File: src/rtl/alu_cmd_issue_if.sv
// Bundle for the command-issue stage: command push channel, ALU drive/return,
// result handshake and status. The slave modport is the issue block's view;
// the master modport is the surrounding environment (producer, ALU, consumer).
interface alu_cmd_issue_if #(
  parameter int LVL_W = 3
) ();
  // Command channel
  logic             cmd_valid;
  logic             cmd_ready;
  logic [1:0]       cmd_op;
  logic [7:0]       cmd_a;
  logic [7:0]       cmd_b;
  // ALU drive and return
  logic [7:0]       alu_a;
  logic [7:0]       alu_b;
  logic             alu_pass;
  logic             alu_add;
  logic [7:0]       alu_result;
  // Result channel and status
  logic             res_valid;
  logic             res_ready;
  logic [7:0]       res_data;
  logic [7:0]       acc;
  logic [LVL_W-1:0] fifo_level;

  modport slave (
    input  cmd_valid, cmd_op, cmd_a, cmd_b, alu_result, res_ready,
    output cmd_ready, alu_a, alu_b, alu_pass, alu_add,
           res_valid, res_data, acc, fifo_level
  );

  modport master (
    output cmd_valid, cmd_op, cmd_a, cmd_b, alu_result, res_ready,
    input  cmd_ready, alu_a, alu_b, alu_pass, alu_add,
           res_valid, res_data, acc, fifo_level
  );
endinterface

File: src/rtl/alu_cmd_issue.sv
// Command-issue stage in front of an 8-bit combinational ALU. Commands are
// queued in a small FIFO, the ALU is driven from the FIFO head, and the ALU
// result is captured into a registered output with a valid/ready handshake.
// An accumulator tracks the last issued result so op 11 can chain additions.
module alu_cmd_issue #(
  parameter int DEPTH = 4,
  parameter int LVL_W = 3
) (
  input  logic           clk,
  input  logic           rst_n,
  alu_cmd_issue_if.slave bus
);

  localparam int IDX_W = (DEPTH > 1) ? $clog2(DEPTH) : 1;

  localparam logic [1:0] OP_ZERO = 2'b00;
  localparam logic [1:0] OP_PASS = 2'b01;
  localparam logic [1:0] OP_ADD  = 2'b10;
  localparam logic [1:0] OP_ACC  = 2'b11;

  // FIFO storage and pointers (pointers carry one extra wrap bit)
  logic [1:0]       r_op_mem [DEPTH];
  logic [7:0]       r_a_mem  [DEPTH];
  logic [7:0]       r_b_mem  [DEPTH];
  logic [LVL_W-1:0] r_wr_ptr;
  logic [LVL_W-1:0] r_rd_ptr;

  // Result stage registers
  logic             r_res_vld_p1;
  logic [7:0]       r_res_data_p1;
  logic [7:0]       r_acc_p1;

  logic [LVL_W-1:0] w_level;
  logic             w_full;
  logic             w_empty;
  logic             w_push;
  logic             w_issue;
  logic [1:0]       w_head_op;
  logic [7:0]       w_head_a;
  logic [7:0]       w_head_b;

  assign w_level   = r_wr_ptr - r_rd_ptr;
  assign w_full    = (w_level == LVL_W'(DEPTH));
  assign w_empty   = (w_level == '0);
  assign w_push    = bus.cmd_valid && !w_full;
  // Issue whenever a command is queued and the result register is free or draining
  assign w_issue   = !w_empty && (!r_res_vld_p1 || bus.res_ready);

  assign w_head_op = r_op_mem[r_rd_ptr[IDX_W-1:0]];
  assign w_head_a  = r_a_mem[r_rd_ptr[IDX_W-1:0]];
  assign w_head_b  = r_b_mem[r_rd_ptr[IDX_W-1:0]];

  // Write command payload at the tail; storage needs no reset since level gates it
  always_ff @(posedge clk) begin
    if (w_push) begin
      r_op_mem[r_wr_ptr[IDX_W-1:0]] <= bus.cmd_op;
      r_a_mem[r_wr_ptr[IDX_W-1:0]]  <= bus.cmd_a;
      r_b_mem[r_wr_ptr[IDX_W-1:0]]  <= bus.cmd_b;
    end
  end

  // Advance FIFO pointers on push and on issue
  always_ff @(posedge clk or negedge rst_n) begin
    if (!rst_n) begin
      r_wr_ptr <= '0;
      r_rd_ptr <= '0;
    end else begin
      if (w_push)  r_wr_ptr <= r_wr_ptr + 1'b1;
      if (w_issue) r_rd_ptr <= r_rd_ptr + 1'b1;
    end
  end

  // Drive ALU operands/controls from the FIFO head; idle drive is all zeros
  always_comb begin
    bus.alu_a    = 8'd0;
    bus.alu_b    = 8'd0;
    bus.alu_pass = 1'b0;
    bus.alu_add  = 1'b0;
    if (!w_empty) begin
      bus.alu_a = w_head_a;
      case (w_head_op)
        OP_ZERO: begin
          bus.alu_pass = 1'b0;
          bus.alu_add  = 1'b0;
        end
        OP_PASS: begin
          bus.alu_pass = 1'b1;
        end
        OP_ADD: begin
          bus.alu_add = 1'b1;
          bus.alu_b   = w_head_b;
        end
        OP_ACC: begin
          // acc is the previous issued result, so back-to-back chains see it
          bus.alu_add = 1'b1;
          bus.alu_b   = r_acc_p1;
        end
        default: begin
          bus.alu_pass = 1'b0;
          bus.alu_add  = 1'b0;
        end
      endcase
    end
  end

  // ---- stage p1: capture ALU result, update accumulator, handshake out ----
  // Capture result and accumulator on issue; clear valid on a drain-only edge
  always_ff @(posedge clk or negedge rst_n) begin
    if (!rst_n) begin
      r_res_vld_p1  <= 1'b0;
      r_res_data_p1 <= 8'd0;
      r_acc_p1      <= 8'd0;
    end else if (w_issue) begin
      r_res_vld_p1  <= 1'b1;
      r_res_data_p1 <= bus.alu_result;
      r_acc_p1      <= bus.alu_result;
    end else if (r_res_vld_p1 && bus.res_ready) begin
      r_res_vld_p1  <= 1'b0;
    end
  end

  assign bus.cmd_ready  = !w_full;
  assign bus.res_valid  = r_res_vld_p1;
  assign bus.res_data   = r_res_data_p1;
  assign bus.acc        = r_acc_p1;
  assign bus.fifo_level = w_level;

endmodule

File: src/flat_wrapper.sv
// flat-port wrapper written by rule: the top's interface ports become plain ports
module alu_cmd_issue_flat 
#(
  parameter int DEPTH = 4,
  parameter int LVL_W = 3
)
  (clk, rst_n, bus_cmd_valid, bus_cmd_op, bus_cmd_a, bus_cmd_b, bus_alu_result, bus_res_ready, bus_cmd_ready, bus_alu_a, bus_alu_b, bus_alu_pass, bus_alu_add, bus_res_valid, bus_res_data, bus_acc, bus_fifo_level);
  alu_cmd_issue_if #(.LVL_W(LVL_W)) bus_i ();
  input  logic clk;
  input  logic rst_n;
  input wire logic [$bits(bus_i.cmd_valid)-1:0] bus_cmd_valid;
  input wire logic [$bits(bus_i.cmd_op)-1:0] bus_cmd_op;
  input wire logic [$bits(bus_i.cmd_a)-1:0] bus_cmd_a;
  input wire logic [$bits(bus_i.cmd_b)-1:0] bus_cmd_b;
  input wire logic [$bits(bus_i.alu_result)-1:0] bus_alu_result;
  input wire logic [$bits(bus_i.res_ready)-1:0] bus_res_ready;
  output wire logic [$bits(bus_i.cmd_ready)-1:0] bus_cmd_ready;
  output wire logic [$bits(bus_i.alu_a)-1:0] bus_alu_a;
  output wire logic [$bits(bus_i.alu_b)-1:0] bus_alu_b;
  output wire logic [$bits(bus_i.alu_pass)-1:0] bus_alu_pass;
  output wire logic [$bits(bus_i.alu_add)-1:0] bus_alu_add;
  output wire logic [$bits(bus_i.res_valid)-1:0] bus_res_valid;
  output wire logic [$bits(bus_i.res_data)-1:0] bus_res_data;
  output wire logic [$bits(bus_i.acc)-1:0] bus_acc;
  output wire logic [$bits(bus_i.fifo_level)-1:0] bus_fifo_level;
  assign bus_i.cmd_valid = bus_cmd_valid;
  assign bus_i.cmd_op = bus_cmd_op;
  assign bus_i.cmd_a = bus_cmd_a;
  assign bus_i.cmd_b = bus_cmd_b;
  assign bus_i.alu_result = bus_alu_result;
  assign bus_i.res_ready = bus_res_ready;
  assign bus_cmd_ready = bus_i.cmd_ready;
  assign bus_alu_a = bus_i.alu_a;
  assign bus_alu_b = bus_i.alu_b;
  assign bus_alu_pass = bus_i.alu_pass;
  assign bus_alu_add = bus_i.alu_add;
  assign bus_res_valid = bus_i.res_valid;
  assign bus_res_data = bus_i.res_data;
  assign bus_acc = bus_i.acc;
  assign bus_fifo_level = bus_i.fifo_level;
  alu_cmd_issue #(.DEPTH(DEPTH), .LVL_W(LVL_W)) u_core (.clk(clk), .rst_n(rst_n), .bus(bus_i));
endmodule
File: config.mk
export PLATFORM = sky130hd
export DESIGN_NAME = alu_cmd_issue_flat
export DESIGN_NICKNAME = d
export VERILOG_FILES = /design/src/rtl/alu_cmd_issue_if.sv /design/src/rtl/alu_cmd_issue.sv /design/src/flat_wrapper.sv
export SDC_FILE = /design/constraint.sdc
export NUM_CORES = 1
export LEC_CHECK = 0
export CAP_MARGIN = 20
export CORE_ASPECT_RATIO = 1.1
export CORE_MARGIN = 4
export CORE_UTILIZATION = 46
export CTS_CLUSTER_DIAMETER = 200
export DETAILED_ROUTE_END_ITERATION = 10
export HOLD_SLACK_MARGIN = 0.02
export PLACE_DENSITY_LB_ADDON = 0.2
export SYNTH_ARGS = -nofsm -noshare
export SYNTH_HDL_FRONTEND = slang
export SYNTH_SLANG_ARGS = --single-unit
File: constraint.sdc
create_clock -name clk -period 2.2 [get_ports clk]
set_input_delay 0.44 -clock clk [delete_from_list [all_inputs] [get_ports clk]]
set_output_delay 0.44 -clock clk [all_outputs]
set_load 0.005 [all_outputs]
# Word-level counts from Yosys, hierarchy flattened
# Memory sizes are Yosys's and may differ from the RTL's.
# Cells that the tools add are included.
totals:
  ff_bits: 15
  ram_bits: 72
  in_bits: 30
  output_inout_bits: 39
  wordCells: 35
  memories: 3
memory_table:
  columns: ["name", "words", "word_bits", "rd", "rd_clocked_by_memory_dff", "write_ports", "line_no", "source"]
  rows:
  - ["u_core.r_a_mem", 4, 8, 1, 0, 1, "alu_cmd_issue.sv:23", "logic [7:0] r_a_mem [DEPTH];"]
  - ["u_core.r_b_mem", 4, 8, 1, 0, 1, "alu_cmd_issue.sv:24", "logic [7:0] r_b_mem [DEPTH];"]
  - ["u_core.r_op_mem", 4, 2, 1, 0, 1, "alu_cmd_issue.sv:22", "logic [1:0] r_op_mem [DEPTH];"]
classes:
  add_sub_neg: 3
  n_eq_ne: 4
  muxes: 11
  n_reduce_logical: 10
op_table:
  columns: ["op", "n"]
  rows:
  - ["8-bit 2-to-1 mux", 2]
  - ["8-bit case mux with 2 select lines", 1]
  - ["1-bit 2-to-1 mux", 8]
  - ["3-bit by 1-bit adder with 3-bit output, second input constant", 2]
  - ["2-bit equality test, second input constant", 2]
  - ["3-bit equality test, second input constant", 1]
  - ["1-bit logical AND", 3]
  - ["1-bit logical NOT", 3]
  - ["3-bit logical NOT", 1]
  - ["3-bit subtractor", 1]
  - ["2-bit by 1-bit equality test with 1-bit output, second input constant", 1]
  - ["2-bit nonzero test", 1]
  - ["2-bit OR reduction", 1]
  - ["1-bit logical OR", 1]

# Longest topological paths before layout
depth:
  depth_word: 6
  depth_mapped: 6
  mapped_depth_nobuf: 6

# Worst setup path before layout
# Ideal clock, no wire load.
synth_timing:
  kind: "reg2reg"
  from: "register u_core.r_wr_ptr[0]"
  to: "memory u_core.r_a_mem[0][0] (enable)"
  setup_ns: 0.376
  arrival_ns: 2.098
  required_ns: 1.824
  slack_ns: -0.274
  stages_incl_launch_ff: 7
  n_path_buf: 0
  synth_period_minus_slack_ns: 2.474
  path_cell_list: "dfrtp_1 inv_1 ha_1 fa_1 xor3_2 nand3_1 and3_1"
synth_via:
  elab_chain_len: 6
synth_lines:
  columns: ["item", "line_no", "source"]
  rows:
  - ["start, declared", "alu_cmd_issue.sv:25", "logic [LVL_W-1:0] r_wr_ptr;"]
  - ["start signal, assigned", "alu_cmd_issue.sv:68", "if (w_push) r_wr_ptr <= r_wr_ptr + 1'b1;"]
  - ["3-bit subtractor", "alu_cmd_issue.sv:42", "assign w_level = r_wr_ptr - r_rd_ptr;"]
  - ["via bus_fifo_level[2]", "flat_wrapper.sv:25", "output wire logic [$bits(bus_i.fifo_level)-1:0] bus_fifo_level;"]
  - ["3-bit equality test", "alu_cmd_issue.sv:43", "assign w_full = (w_level == LVL_W'(DEPTH));"]
  - ["1-bit logical NOT", null, null]
  - ["via bus_cmd_ready", "flat_wrapper.sv:17", "output wire logic [$bits(bus_i.cmd_ready)-1:0] bus_cmd_ready;"]
  - ["1-bit logical AND", "alu_cmd_issue.sv:45", "assign w_push = bus.cmd_valid && !w_full;"]
  - ["1-bit 2-to-1 mux", "alu_cmd_issue.sv:55", "if (w_push) begin"]
  - ["1-bit 2-to-1 mux (not written as such)", "alu_cmd_issue.sv:57", "r_a_mem[r_wr_ptr[IDX_W-1:0]] <= bus.cmd_a;"]
  - ["end, declared", "alu_cmd_issue.sv:23", null]
# The timed path passes the listed nets, and every way through them passes these cells.

# Worst setup path in the final report
layout_timing:
  from: "register u_core.r_rd_ptr[0]"
  to: "output bus_alu_a[6]"
layout_via:
  elab_chain_len: 3
  word_cells_on_any_way: 4
  classes_between: "1 x add/sub; 1 x mux; 1 x reduce/logical; 1 x memory"
layout_lines:
  columns: ["item", "line_no", "source"]
  rows:
  - ["start, declared", "alu_cmd_issue.sv:26", "logic [LVL_W-1:0] r_rd_ptr;"]
  - ["start signal, assigned", "alu_cmd_issue.sv:69", "if (w_issue) r_rd_ptr <= r_rd_ptr + 1'b1;"]
  - ["3-bit subtractor", "alu_cmd_issue.sv:42", null]
  - ["3-bit logical NOT", "alu_cmd_issue.sv:44", "assign w_empty = (w_level == '0);"]
  - ["8-bit 2-to-1 mux *", "alu_cmd_issue.sv:79", "if (!w_empty) begin"]
  - ["end, declared", "flat_wrapper.sv:18", "output wire logic [$bits(bus_i.alu_a)-1:0] bus_alu_a;"]
# Every way passes the cells marked *; elsewhere a longest branch is shown, timed or not.

==> impl_results.md <==
- Status: complete, but fails checks
- Failing checks: setup timing
- Leak: 1.92 nW
- Syn Nets: about 230
- FF-to-FF path depth: 10
- Final min period: roughly 2.6 ns
- Area of the multi-input gates: around 1100 µm²
- # setup viols final: approximately 100
- Final hold vios: 0
- CP Data Required Time: 1.76 ns
- Via density: between 5 and 6
- Area growth syn-to-layout: 43.6%
- Met2 wire length: slightly below 4 mm
- RSZ-0062 raised after global routing: yes
- Worst rel slew slack: slightly above 80%
- Netlist cell types: 29
- Register area: between 2000 and 3000 µm²
- First-pass GRT wire length: roughly 12 mm
- Slew Viols, Final: 0
- Critical R2R Capture: u_core.r_b_mem[3][6]$_DFFE_PP_
- NumNets Final: approximately 330
- Crit start category: register
- Register area share after synthesis: between 70% and 80%
- Fin cells: a little over 400
- Hpwl dp: 4.73 mm
- Worst IR Drop VDD: 0.711 mV
- Initial antenna violation count: 0
- Inserted Diodes: 0
- GRT Util Overall: between 10% and 20%
- Setup WS pre-CTS: -0.406 ns
- Worst-skew pair later-pin latency: between 0.3 and 0.4 ns
- Die area: approximately 9300 µm²
- EDFF count, synth: approximately 70
- Pwr per Cell Area: about 1700 nW/µm²
- Die W: approximately 92 µm
- Worst Skew: between 0.008 and 0.009 ns
- CTS tree: done
- Final period util: 120%
- CTS buffer count: 9
- CTS Sinks: 87
- Row cnt: 33
- Final core occ: about two thirds
- Main flop type after synthesis: edfxtp_1
- Clk root buf: clkbuf_8
- Global placer's final weighted congestion: between 0.7 and 0.8
- Total gr overflow: 0
- Reg2reg start: u_core.r_rd_ptr[0]$_DFFE_PN0P_
- Via count: slightly above 2000
- Actual slew at the worst max-slew pin: approximately 0.26 ns
- Fillers: approximately 520
- CP startpoint: u_core.r_rd_ptr[0]$_DFFE_PN0P_
- Placed Area: roughly 4700 µm²
- Inst Count DP: roughly 380
- FMAX: ~380 MHz
- Setup TNS: -34.68 ns
- R2R setup slack: -0.38 ns
- Mapped Cells: 188
- Clk buf depth: 2
- WL final: 7.58 mm
- Wire per inst: 18.6 µm
- Share of cells above drive strength 1: a little under half
- Worst Setup End Kind: output pin
- Post-synth ARST share: around 17%
- Finished Cell Area: 5180 µm²
- Largest net degree at the start of global routing: 21
- Router iterations before antenna repair: 4
- Port bufs: 68
- Met3 wire len: 419 µm
- CP Max Fanout: 4
- Critical path type: reg -> out
- Htree depth: 3
- Die Y: around 100 µm
- Post-Syn Area: 3610 µm²
- Met1 Wirelength: approximately 3.2 mm
- Synth warn: 0
- Total I/O pin count: 69
- DRC Markers: 0
- Initial Util: 47.7%
- Vias in the first global route: ~2200
- Average size of a mapped cell: ~19 µm²
- FF+latch count, synth: 87
- Antenna Nets Post-Route: 0
- Hold crit path type: in -> async
- Setup ws final: -0.448 ns
- Clock slew at reported path FFs: ~0.090 ns
- CORE AREA: roughly 7600 µm²
- First DRT Iteration DRCs: about 120
- Arr. time, crit path: 2.21 ns
- Uppermost layer routed: met4
- Max-cap violations: 0
-- registers in the layout (all words and copies together) (netlist names) --
| signal | flops |
|---|---|
| u_core.r_op_mem | 8 |
| u_core.r_rd_ptr | 3 |
| u_core.bus.res_data | 8 |
| u_core.r_a_mem | 32 |
| u_core.r_b_mem | 32 |
| u_core.bus.res_valid | 1 |
| u_core.r_wr_ptr | 3 |
-- worst max-delay path, stage by stage (launching register included) --
cell and delay [ns]:
dfrtp_2 0.43, ha_4 0.16, fa_2 0.35, xor3_2 0.31
nor2_4 0.21, buf_6 0.12, and2b_1 0.17, buf_2 0.12
-- layout make-up --
type	count	area share, %
sequential	87	49.0
timing repair buffer	110	23.2
multi-input combinational	83	21.6
clock buffer	11	2.54
tap	105	2.54
clock inverter	5	0.652
inverter	6	0.435
-- how the worst max path moves through the flow --
stage / endpoint
final: bus_alu_a[6]
after global routing: bus_alu_a[6]
after CTS: bus_alu_a[3]
after detailed placement: bus_alu_pass
after global placement: bus_alu_pass
after floorplan: bus_alu_a[1]
-- cells by family after synthesis --
group / share of synthesized area, %
buffers and inverters: 3.02
and+or+nand+nor: 4.30
adders and majority gates: 2.64
xor gates and xnor gates: 1.67
DFF: 70.4
AOI/OAI and AO/OA: 1.42
muxes: 16.6
-- cell usage in the layout (no fill, tap or decap), drive strengths merged, types with 2 or more instances in the layout --
cell type and instances:
nor3b 2, nor2b 5, mux4 19, buf 60
clkbuf 11, xnor2 3, mux2 10, clkinvlp 2
and2b 3, mux2i 8, nand2 3, clkdlybuf4s50 47
ha 6, o21ai 2, nor2 9, and3 4
dfrtp 15, clkinv 2, bufbuf 3, inv 7
edfxtp 72
-- what timing repair did --
action                                  CTS  global route
resized for setup                       108            26
buffers inserted                         12             3
gates cloned                              5             1
pin swaps                                16             9
endpoints found under the setup margin   98           107
hold buffers                              0             0
-- synth_stat cells, drive strengths merged (2+ instances only) --
master	count	share of area, %
and2b	3	0.62
nor3b	2	0.42
buf	12	2.3
and3	4	0.69
ha	6	2.1
nand2	3	0.31
mux2	10	3.1
nor2	9	0.94
mux2i	8	2.2
nor2b	5	0.87
xnor2	3	0.73
edfxtp	72	60
dfrtp	15	10
mux4	18	11
inv	6	0.62
o21ai	2	0.69
-- metrics by stage --
step | power, mW | hold slack (ns)
after floorplan | 4.59 | 0.144
after global placement | 6.94 | 0.540
after detailed placement | 6.99 | 0.550
after CTS | 8.54 | 0.418
after global routing | 9.21 | 0.423
final | 8.68 | 0.434
-- routing by layer --
| layer | track usage [%] | vias up |
|---|---|---|
| met4 | 5.14 | 0 |
| met2 | 30.0 | 66 |
| met3 | 5.15 | 4 |
| met5 | 0 | - |
| li1 | - | 948 |
| met1 | 20.2 | 1026 |
-- power breakdown --
| group | leakage, nW | internal [mW] | switching (mW) |
|---|---|---|---|
| clock | 0.0797 | 0.411 | 0.542 |
| sequential | 0.832 | 2.31 | 0.190 |
| combinational | 1.01 | 3.08 | 2.15 |
No activity file was read; power rests on OpenSTA's default activity.
